--- src/rtl/sin_pkg.sv ---
// rtl/sin_pkg.sv - shared constants and state type for the sin range-reduction path
package sin_pkg;

    // Q3.12 angle constants
    localparam logic signed [15:0] TWO_PI  = 16'sh6488;
    localparam logic signed [15:0] PI      = 16'sh3244;
    localparam logic signed [15:0] HALF_PI = 16'sh1922;
    localparam logic signed [15:0] NEG_PI      = -PI;
    localparam logic signed [15:0] NEG_HALF_PI = -HALF_PI;

    // 17-bit sign-extended forms so add/sub cannot wrap before truncation
    localparam logic signed [16:0] TWO_PI_W = {TWO_PI[15], TWO_PI};
    localparam logic signed [16:0] PI_W     = {PI[15], PI};
    localparam logic signed [16:0] NEG_PI_W = {NEG_PI[15], NEG_PI};

    typedef enum logic [1:0] {
        IDLE   = 2'd0,
        REDUCE = 2'd1,
        FOLD   = 2'd2,
        DONE   = 2'd3
    } state_t;

endpackage

--- src/rtl/sin_range_reduce.sv ---
// rtl/sin_range_reduce.sv - reduces a Q3.12 angle into [-pi/2, pi/2] preserving sin()
module sin_range_reduce
    import sin_pkg::*;
(
    input  logic        clk,
    input  logic        rst,
    input  logic [15:0] angle,
    input  logic        in_valid,
    output logic        in_ready,
    output logic [15:0] x_out,
    output logic        out_valid,
    input  logic        out_ready
);

    state_t             state;
    state_t             state_next;
    logic signed [15:0] x;
    logic signed [16:0] x_w;

    assign x_w = {x[15], x};

    // state register
    always_ff @(posedge clk) begin
        if (rst) begin
            state <= IDLE;
        end else begin
            state <= state_next;
        end
    end

    // next-state logic: REDUCE repeats until x lies in [-pi, pi]
    always_comb begin
        state_next = state;
        case (state)
            IDLE:    if (in_valid) state_next = REDUCE;
            REDUCE:  if (!((x > PI) || (x < NEG_PI))) state_next = FOLD;
            FOLD:    state_next = DONE;
            DONE:    if (out_ready) state_next = IDLE;
            default: state_next = IDLE;
        endcase
    end

    // handshake outputs depend on state only
    always_comb begin
        in_ready  = 1'b0;
        out_valid = 1'b0;
        case (state)
            IDLE:    in_ready  = 1'b1;
            DONE:    out_valid = 1'b1;
            default: ;
        endcase
    end

    // working register: load, wrap by 2*pi, then reflect about +/-pi/2
    always_ff @(posedge clk) begin
        if (rst) begin
            x <= 16'sh0000;
        end else begin
            case (state)
                IDLE: begin
                    if (in_valid) x <= angle;
                end
                REDUCE: begin
                    if (x > PI) begin
                        x <= 16'(x_w - TWO_PI_W);
                    end else if (x < NEG_PI) begin
                        x <= 16'(x_w + TWO_PI_W);
                    end
                end
                FOLD: begin
                    if (x > HALF_PI) begin
                        x <= 16'(PI_W - x_w);
                    end else if (x < NEG_HALF_PI) begin
                        x <= 16'(NEG_PI_W - x_w);
                    end
                end
                default: ;
            endcase
        end
    end

    // x is a flop and is only modified before DONE, so it is stable while out_valid
    assign x_out = x;

endmodule

--- config.mk ---
export PLATFORM = sky130hd
export DESIGN_NAME = sin_range_reduce
export DESIGN_NICKNAME = d
export VERILOG_FILES = /design/src/rtl/sin_pkg.sv /design/src/rtl/sin_range_reduce.sv
export SDC_FILE = /design/constraint.sdc
export NUM_CORES = 1
export LEC_CHECK = 0
export ABC_AREA = 1
export CORE_ASPECT_RATIO = 1.25
export CORE_MARGIN = 3
export CORE_UTILIZATION = 45
export CTS_BUF_LIST = sky130_fd_sc_hd__clkbuf_8
export DETAILED_ROUTE_END_ITERATION = 12
export PLACE_DENSITY = 0.78
export SLEW_MARGIN = 30
export SYNTH_ARGS = -nofsm -noshare
export SYNTH_HDL_FRONTEND = slang
export SYNTH_SLANG_ARGS = --single-unit
--- constraint.sdc ---
create_clock -name clk -period 7.35 [get_ports clk]
set_input_delay 2.205 -clock clk [delete_from_list [all_inputs] [get_ports clk]]
set_output_delay 2.205 -clock clk [all_outputs]
set_load 0.02 [all_outputs]
Yosys cells after proc, flatten, opt, wreduce, memory -nomap -nowiden
Cells that the tools add are included.
{"block": "totals", "ff_bits": 18, "in_bits": 20, "output_inout_bits": 18, "word_cells": 35}
{"block": "op_classes", "add_sub_neg": 4, "order_cmp": 4, "eq_ne": 8, "reduce_logical": 5, "muxes": 12}
{"operator": "16-bit 2-to-1 mux", "count": 5}
{"operator": "16-bit one-hot mux with 3 select lines", "count": 1}
{"operator": "15-bit by 16-bit subtractor with 16-bit output (first input constant)", "count": 2}
{"operator": "16-bit adder (second input constant)", "count": 1}
{"operator": "16-bit by 14-bit > comparator with 1-bit output (second input constant)", "count": 1}
{"operator": "16-bit by 15-bit > comparator with 1-bit output (second input constant)", "count": 1}
{"operator": "16-bit by 14-bit less-than comparator with 1-bit output (second input constant)", "count": 1}
{"operator": "16-bit by 15-bit less-than comparator with 1-bit output (second input constant)", "count": 1}
{"operator": "16-bit subtractor (second input constant)", "count": 1}
{"operator": "2-bit one-hot mux with 4 select lines", "count": 1}
{"operator": "2-bit 2-to-1 mux", "count": 3}
{"operator": "2-bit != test (second input constant)", "count": 3}
{"operator": "3-bit != test (second input constant)", "count": 2}
{"operator": "2-bit == test (second input constant)", "count": 2}
{"operator": "4-bit AND reduction", "count": 1}
{"operator": "3-bit AND reduction", "count": 1}
{"operator": "3-bit nonzero test", "count": 1}
{"operator": "2-bit by 1-bit == test with 1-bit output (second input constant)", "count": 1}
{"operator": "2-bit logical NOT", "count": 1}
{"operator": "1-bit 2-to-1 mux", "count": 2}
{"operator": "1-bit logical OR", "count": 1}

Longest topological paths before layout
Gate-level depths: netlist of run 1.
{"block": "logic_depth", "depth_word": 4, "depth_mapped": 21}

Worst setup path after synthesis of run 1
Ideal clock, no wire load.
{"block": "synth_path", "path_kind": "input to register", "startpoint": "input port in_valid", "endpoint": "register x[13], in the netlist x_out[13]", "path_slack_ns": 4.309, "arrival_time_ns": 2.975, "cell_stages": 9, "t_required_ns": 7.284, "path_cell_list": "inv_1 nand2_1 nand3_1 nor2_4 inv_4 buf_6 nor2_1 nand2_1 a21oi_2"}
{"block": "synth_between", "elab_chain_len": 2}
{"element": "start, declared", "line_no": "sin_range_reduce.sv:8", "source": "input logic in_valid,"}
{"element": "2-bit != test (no source line)"}
{"element": "4-bit AND reduction (no source line)"}
{"element": "end signal, assigned", "line_no": "sin_range_reduce.sv:61", "source": "if (in_valid) x <= angle;"}
{"element": "end signal, assigned", "line_no": "sin_range_reduce.sv:65", "source": "x <= 16'(x_w - TWO_PI_W);"}
{"element": "end signal, assigned", "line_no": "sin_range_reduce.sv:67", "source": "x <= 16'(x_w + TWO_PI_W);"}
{"element": "end, declared", "line_no": "sin_range_reduce.sv:17", "source": "logic signed [15:0] x;"}
Every way passes these cells.
A chain may end at the register's enable or synchronous reset.

Worst setup path in the final report of run 1
{"block": "layout_path", "startpoint": "register x[12], in the netlist x_out[12]", "endpoint": "output port x_out[12]"}
{"element": "end, declared", "line_no": "sin_range_reduce.sv:10", "source": "output logic [15:0] x_out,"}
No word-level cell between the ends.

==> results.py, run 1 <==
metrics = {
    "worst_setup_path": {
        "critical_path.top_delay_family": "buffers and inverters",
        "worst_ep_required_time_ns": 5.14,
        "worstSetupPathType": "reg -> out",
        "cp.arrival_ns": 1.63,
        "start_kind": "flip-flop",
        "worstPathMaxFanout": 12,
        "worstSetupEndpointType": "primary output",
        "critPathMaxStageDelay_ns": 0.70,
        "path_cells": "clkdlybuf4s50_1",
        "cp_slowest_cell": "clkdlybuf4s50_1",
        "critical_path_buf_inv_count": 1,
    },
    "global_route": {
        "overflow": 0,
        "grt_pass1_vias": 3035,
        "grt_pass1_wl_mm": 14.0,
        "grtUsageTotal": 0.230,
        "antenna_found_initial": 0,
        "grt_max_degree": 29,
    },
    "sta": {
        "tightest_slew_ns": 0.868,
        "rsz0062_at_grt": "false",
        "min_period_ns": 3.84,
        "finClkSkew_ns": 0.00537,
        "finalMaxSlewViolations": 0,
        "holdWs_ns": 0.531,
        "setup_tns_ns": 0,
        "slew_headroom": 0.421,
        "period_share": 0.522,
        "fmax_mhz": 260,
        "final_hold_viol_count": 0,
        "setup_viol_count_final": 0,
        "setup_ws_ns": 3.51,
    },
    "cells_and_area": {
        "stdcell_count": 601,
        "diodes": 0,
        "layout-drive-gt1-share": 0.0969,
        "synthToLayoutAreaGrowth_pct": 13.3,
        "nets": 551,
        "n_fill_cell": 645,
    },
    "route": {
        "wl_per_cell_um": 13.7,
        "ant_nets": 0,
        "drt_iter0_drc": 269,
        "viasPerCell": 5.39,
        "dr.pass1.iters": 5,
        "drc": 0,
        "wirelength_mm": 8.22,
        "num_vias": 3238,
    },
    "yosys": {
        "yosys_register_bits": 18,
        "syn-num-nets": 532,
        "ys_seq_area_frac": 0.125,
        "ys_types": 43,
        "avgSynthCellArea_um2": 5.80,
        "ys.warnings.count": 0,
        "synth_area_um2": 2890,
        "syn_inst": 498,
    },
    "clock_network": {
        "cts.repair.resized": 0,
        "post_cts_buffers": 0,
        "clk_path_buf_depth": 2,
        "clkSlewWorstSetupHoldPaths_ns": 0.08,
        "cts.sinks": 18,
        "cts_hold_buffers": 0,
        "clockRootBuffer": "clkbuf_8",
        "clk_latency_ns": 0.27,
        "h-tree-depth": 1,
        "cts_made_buffers": 3,
        "cts_tree": "built",
    },
    "pwr": {
        "leakage_nw": 1.51,
        "power_switching_w": 0.000784,
        "power.total_w": 0.00133,
        "p_clk_frac": 0.065,
        "ir_drop_mv": 0.315,
        "swShare": 0.591,
        "power-per-cell-area_nw_per_um2": 406,
        "seqPwrFrac": 0.162,
        "combPwrFrac": 0.773,
        "internal_power_w": 0.000544,
    },
    "placement": {
        "preCtsSetupSlack_ns": 3.76,
        "port_buffers": 37,
        "dp_hpwl_mm": 6.51,
        "place_inst": 597,
        "gp_congestion": 0.942,
    },
    "floorplan": {
        "boundaryPins": 38,
        "start_util": 0.465,
        "die_area_um2": 7420,
        "core_region_area_um2": 6210,
        "num_rows": 32,
        "die_width_um": 77.7,
        "fp.dieH_um": 95.6,
    },
    "job": {
        "maxCapViolations": 0,
    },
    "min_path": {
        "hp-class": "reg -> reg",
    },
    "run_status": {
        "status": "finished, final reports clean",
    },
}
==> metal layers <==
layer  vias to the layer above  share of wire  track usage
li1                       1659              -            -
met1                      1455           0.42        0.276
met2                       106           0.50        0.416
met3                        18          0.054       0.0321
met4                         0          0.029       0.0831
met5                         -              0            0
==> layout by cell type (no fill, tap or decap), types with 2 or more instances in the layout <==
master | synthesis | routed
a21oi_1 | 28 | 28
a21oi_2 | 2 | 2
a31oi_1 | 2 | 2
clkbuf_8 | 0 | 4
clkdlybuf4s50_1 | 0 | 37
dfxtp_1 | 18 | 18
ha_1 | 13 | 13
inv_1 | 56 | 56
inv_2 | 4 | 4
inv_4 | 2 | 2
nand2_1 | 143 | 143
nand2_2 | 9 | 9
nand2_4 | 3 | 3
nand3_1 | 49 | 49
nand3_2 | 4 | 4
nand3_4 | 2 | 2
nand4_1 | 12 | 12
nor2_1 | 43 | 43
nor2_2 | 6 | 6
nor2_4 | 7 | 7
nor3_1 | 4 | 4
nor4_1 | 2 | 2
o211ai_1 | 8 | 8
o21ai_0 | 24 | 24
o21ai_1 | 3 | 3
o21ai_2 | 3 | 3
o21bai_1 | 2 | 2
xor2_1 | 14 | 14
==> synthesized netlist by cell type (all sizes together) <==
cell / n / area, um2
nand2: 155 / 627
inv: 62 / 238
nor2: 56 / 278
nand3: 55 / 320
a21oi: 30 / 158
o21ai: 30 / 161
dfxtp: 18 / 360
buf: 17 / 126
xor2: 14 / 123
ha: 13 / 163
nand4: 13 / 87.6
o211ai: 8 / 60.1
clkbuf: 6 / 22.5
nor3: 4 / 20.0
a31oi: 3 / 25.0
a21o: 2 / 16.3
nor4: 2 / 12.5
o21bai: 2 / 15.0
a211oi: 1 / 7.51
a21boi: 1 / 11.3
a22oi: 1 / 7.51
and2: 1 / 6.26
fa: 1 / 20.0
nand3b: 1 / 7.51
o2111ai: 1 / 8.76
o22ai: 1 / 6.26
==> power groups by stage <==
stage          clock [W]  sequential [W]  combinational [W]
2_1_floorplan          0        0.000192           0.000832
3_5_place_dp           0        0.000217            0.00102
3_3_place_gp           0        0.000217           0.000997
6_report       0.0000862        0.000216            0.00103
4_1_cts        0.0000861        0.000215            0.00102
5_1_grt        0.0000911        0.000224            0.00117
==> final cells by class <==
type                            count  area (um2)  share of cell area
Timing Repair Buffer               37         370               0.113
Inverter                           62         238              0.0727
Multi-Input combinational cell    395        2140               0.655
Tap cell                           85         106              0.0325
Sequential cell                    18         360               0.110
Clock buffer                        4        55.1              0.0168
==> worst paths after layout <==
check | startpoint | to | slack, ns | depth (start not counted)
setup / recovery | x_out[12] | x_out[12] | 3.51 | 1
hold / removal | x_out[0] | x_out[0] | 0.53 | 2
setup reg to reg | x_out[9] | x_out[8] | 3.82 | 18
hold reg to reg | x_out[0] | x_out[0] | 0.53 | 2
==> flip-flops by register name, indices dropped and copies added (netlist names) <==
signal and count:
x_out 16, state 2
==> cell families (layout without fill, tap and decap cells) <==
family / after synthesis / count (layout) / synth area share
buffers and inverters: 85 / 103 / 0.134
flip-flops: 18 / 18 / 0.125
AO/OA/AOI/OAI: 80 / 80 / 0.165
AND/OR/NAND/NOR: 287 / 287 / 0.471
adder cells (fa/ha/maj): 14 / 14 / 0.0633
XOR/XNOR: 14 / 14 / 0.0425
==> through the flow <==
stage	area (um2)	util
after detailed placement	3220	0.518
after global placement	3220	0.518
after global routing	3270	0.527
after CTS	3270	0.527
final	3270	0.527
after floorplan	2890	-
Note: power is estimated with default switching activity, not from simulation.
==> inputs of run 2 (changes only) <==
==> constraint.sdc (replaced) <==
create_clock -name clk -period 3.56 [get_ports clk]
set_input_delay 1.068 -clock clk [delete_from_list [all_inputs] [get_ports clk]]
set_output_delay 1.068 -clock clk [all_outputs]
set_load 0.02 [all_outputs]
==> run 2 against run 1 <==
  * Largest cell class unchanged
  * Clock power rose by 120%
  * Worst hold slack worse by 0.016 ns
  * Global-route usage rose by 0.92 points
  * Register-to-register slack worse by 3.5 ns
  * Sequential share of layout area is 0.44 points lower
  * Wire length is 7.6% higher
  * Worst setup slack worse by 3.2 ns
  * Combinational power rose by 130%
  * Cell count grew 2.8%
  * Via count grew 4.7%
  * Clock skew grew 0.0082 ns
  * Critical path depth increased by 21
==> results.py, run 2 (same netlist as run 1, synthesis figures left out) <==
metrics = {
    "clock_network": {
        "clkSlewWorstSetupHoldPaths_ns": 0.09,
        "h-tree-depth": 1,
        "clk_latency_ns": 0.27,
        "cts_tree": "built",
        "cts_made_buffers": 3,
        "clk_path_buf_depth": 2,
        "clockRootBuffer": "clkbuf_8",
        "cts.sinks": 18,
    },
    "global_route": {
        "grt_pass1_wl_mm": 14.5,
        "antenna_found_initial": 0,
        "grt_pass1_vias": 3167,
        "grtUsageTotal": 0.240,
        "grt_max_degree": 29,
        "overflow": 0,
    },
    "route": {
        "drt_iter0_drc": 325,
        "wl_per_cell_um": 14.3,
        "drc": 0,
        "num_vias": 3391,
        "wirelength_mm": 8.84,
        "viasPerCell": 5.49,
        "dr.pass1.iters": 6,
        "ant_nets": 0,
    },
    "sta": {
        "min_period_ns": 3.23,
        "fmax_mhz": 310,
        "setup_viol_count_final": 0,
        "period_share": 0.906,
        "finClkSkew_ns": 0.0136,
        "final_hold_viol_count": 0,
        "holdWs_ns": 0.515,
        "setup_ws_ns": 0.335,
        "slew_headroom": 0.552,
        "finalMaxSlewViolations": 0,
        "tightest_slew_ns": 0.669,
    },
    "min_path": {
        "holdPathStages": 2,
        "hp-class": "reg -> reg",
    },
    "worst_setup_path": {
        "start_kind": "flip-flop",
        "cp_slowest_cell": "dfxtp_1",
        "reg2regPathDepth": 22,
        "path_cells": "inv_1 -> ha_2 -> inv_1 -> nand2_1 -> nand3_2 -> nand2_2 -> nand3_4 -> nand3_4 -> clkinvlp_4 -> buf_4 -> ha_1 -> a21oi_1 -> nand2_1 -> nand2_1 -> nand3_2 -> nand3_2 -> nand2_1 -> nand2_1 -> nand3_1 -> nand2_1 -> nand2_1 -> a21oi_1",
        "worstPathMaxFanout": 9,
        "worstSetupEndpointType": "flip-flop",
        "crit_cells": 22,
        "critical_path.top_delay_family": "simple AND/OR/NAND/NOR gates",
        "critPathMaxStageDelay_ns": 0.37,
        "critical_path_buf_inv_count": 4,
        "crit_top_cell": "nand2_1",
        "worst_ep_required_time_ns": 3.75,
        "worstSetupPathType": "reg -> reg",
        "cp.arrival_ns": 3.41,
    },
    "cells_and_area": {
        "final_cell_mix": "143 x nand2_1, 55 x inv_1, 49 x nand3_1, 43 x nor2_1, 37 x clkdlybuf4s50_1",
        "largest_register_ffs": 16,
        "stdcell_count": 618,
        "diodes": 0,
        "layout-drive-gt1-share": 0.131,
        "finish.instance_area_um2": 3410,
        "n_fill_cell": 614,
        "final_common_cell": "nand2_1",
        "nets": 568,
        "synthToLayoutAreaGrowth_pct": 18.0,
    },
    "floorplan": {
        "start_util": 0.465,
        "boundaryPins": 38,
        "num_rows": 32,
        "die_width_um": 77.7,
        "core_region_area_um2": 6210,
        "fp.dieH_um": 95.6,
        "die_area_um2": 7420,
    },
    "pwr": {
        "ir_drop_mv": 0.674,
        "power-per-cell-area_nw_per_um2": 850,
        "leakage_nw": 1.58,
    },
    "placement": {
        "place_inst": 611,
        "dp_hpwl_mm": 6.93,
        "preCtsSetupSlack_ns": 0.337,
        "place_area_um2": 3320,
        "port_buffers": 37,
        "gp_congestion": 1.03,
    },
    "job": {
        "maxCapViolations": 0,
    },
    "run_status": {
        "status": "finished, final reports clean",
    },
}
[run 2: changes by cell type in the layout (fill, tap and decap cells not counted), sizes merged]
cell      delta
buf         +17
inv          -1
clkinvlp     +1
[run 2: layout make-up]
cell class                      instances  area, um2  area share
Sequential cell                        18        360       0.106
Multi-Input combinational cell        395       2150       0.630
Timing Repair Buffer                   54        498       0.146
Clock buffer                            4       55.1      0.0162
Tap cell                               85        106      0.0312
Inverter                               62        241      0.0709
[run 2: where the power goes]
group	internal [W]	switching (W)	leakage, nW
Sequential	0.000269	0.0000674	0.149
Clock	0.0000988	0.0000888	0.0288
Combinational	0.000839	0.00153	1.41
Total	0.00121	0.00169	1.58
[run 2: what timing repair did]
action,in CTS,in global routing
buffers inserted,0,3
hold buffers,0,0
setup endpoints to repair,0,2
resized for setup,0,3
[run 2: metal layers]
| metal | part of all wire | GRT usage |
|---|---|---|
| met3 | 0.070 | 0.0293 |
| met2 | 0.50 | 0.445 |
| met5 | 0 | 0 |
| met1 | 0.39 | 0.278 |
| met4 | 0.040 | 0.0920 |
[run 2: path summary, 6_finish.rpt]
path	slack [ns]	from	endpoint
worst max-delay path	0.33	x_out[1]	x_out[11]
worst min-delay path	0.52	x_out[0]	x_out[0]
worst max register to register	0.33	x_out[1]	x_out[11]
worst min register to register	0.52	x_out[0]	x_out[0]
[run 2: through the flow]
step,setup TNS [ns],utilization,power (W)
2_1_floorplan,0,-,0.00211
3_3_place_gp,0,0.535,0.00260
3_5_place_dp,0,0.535,0.00263
4_1_cts,0,0.544,0.00283
5_1_grt,-0.00578,0.549,0.00318
6_report,0,0.549,0.00290
[run 2: tightest hold or removal path, cell delays in order, from the launching register on]
cell     delay, ns
dfxtp_1       0.35
nand2_1       0.07
a21oi_1       0.05
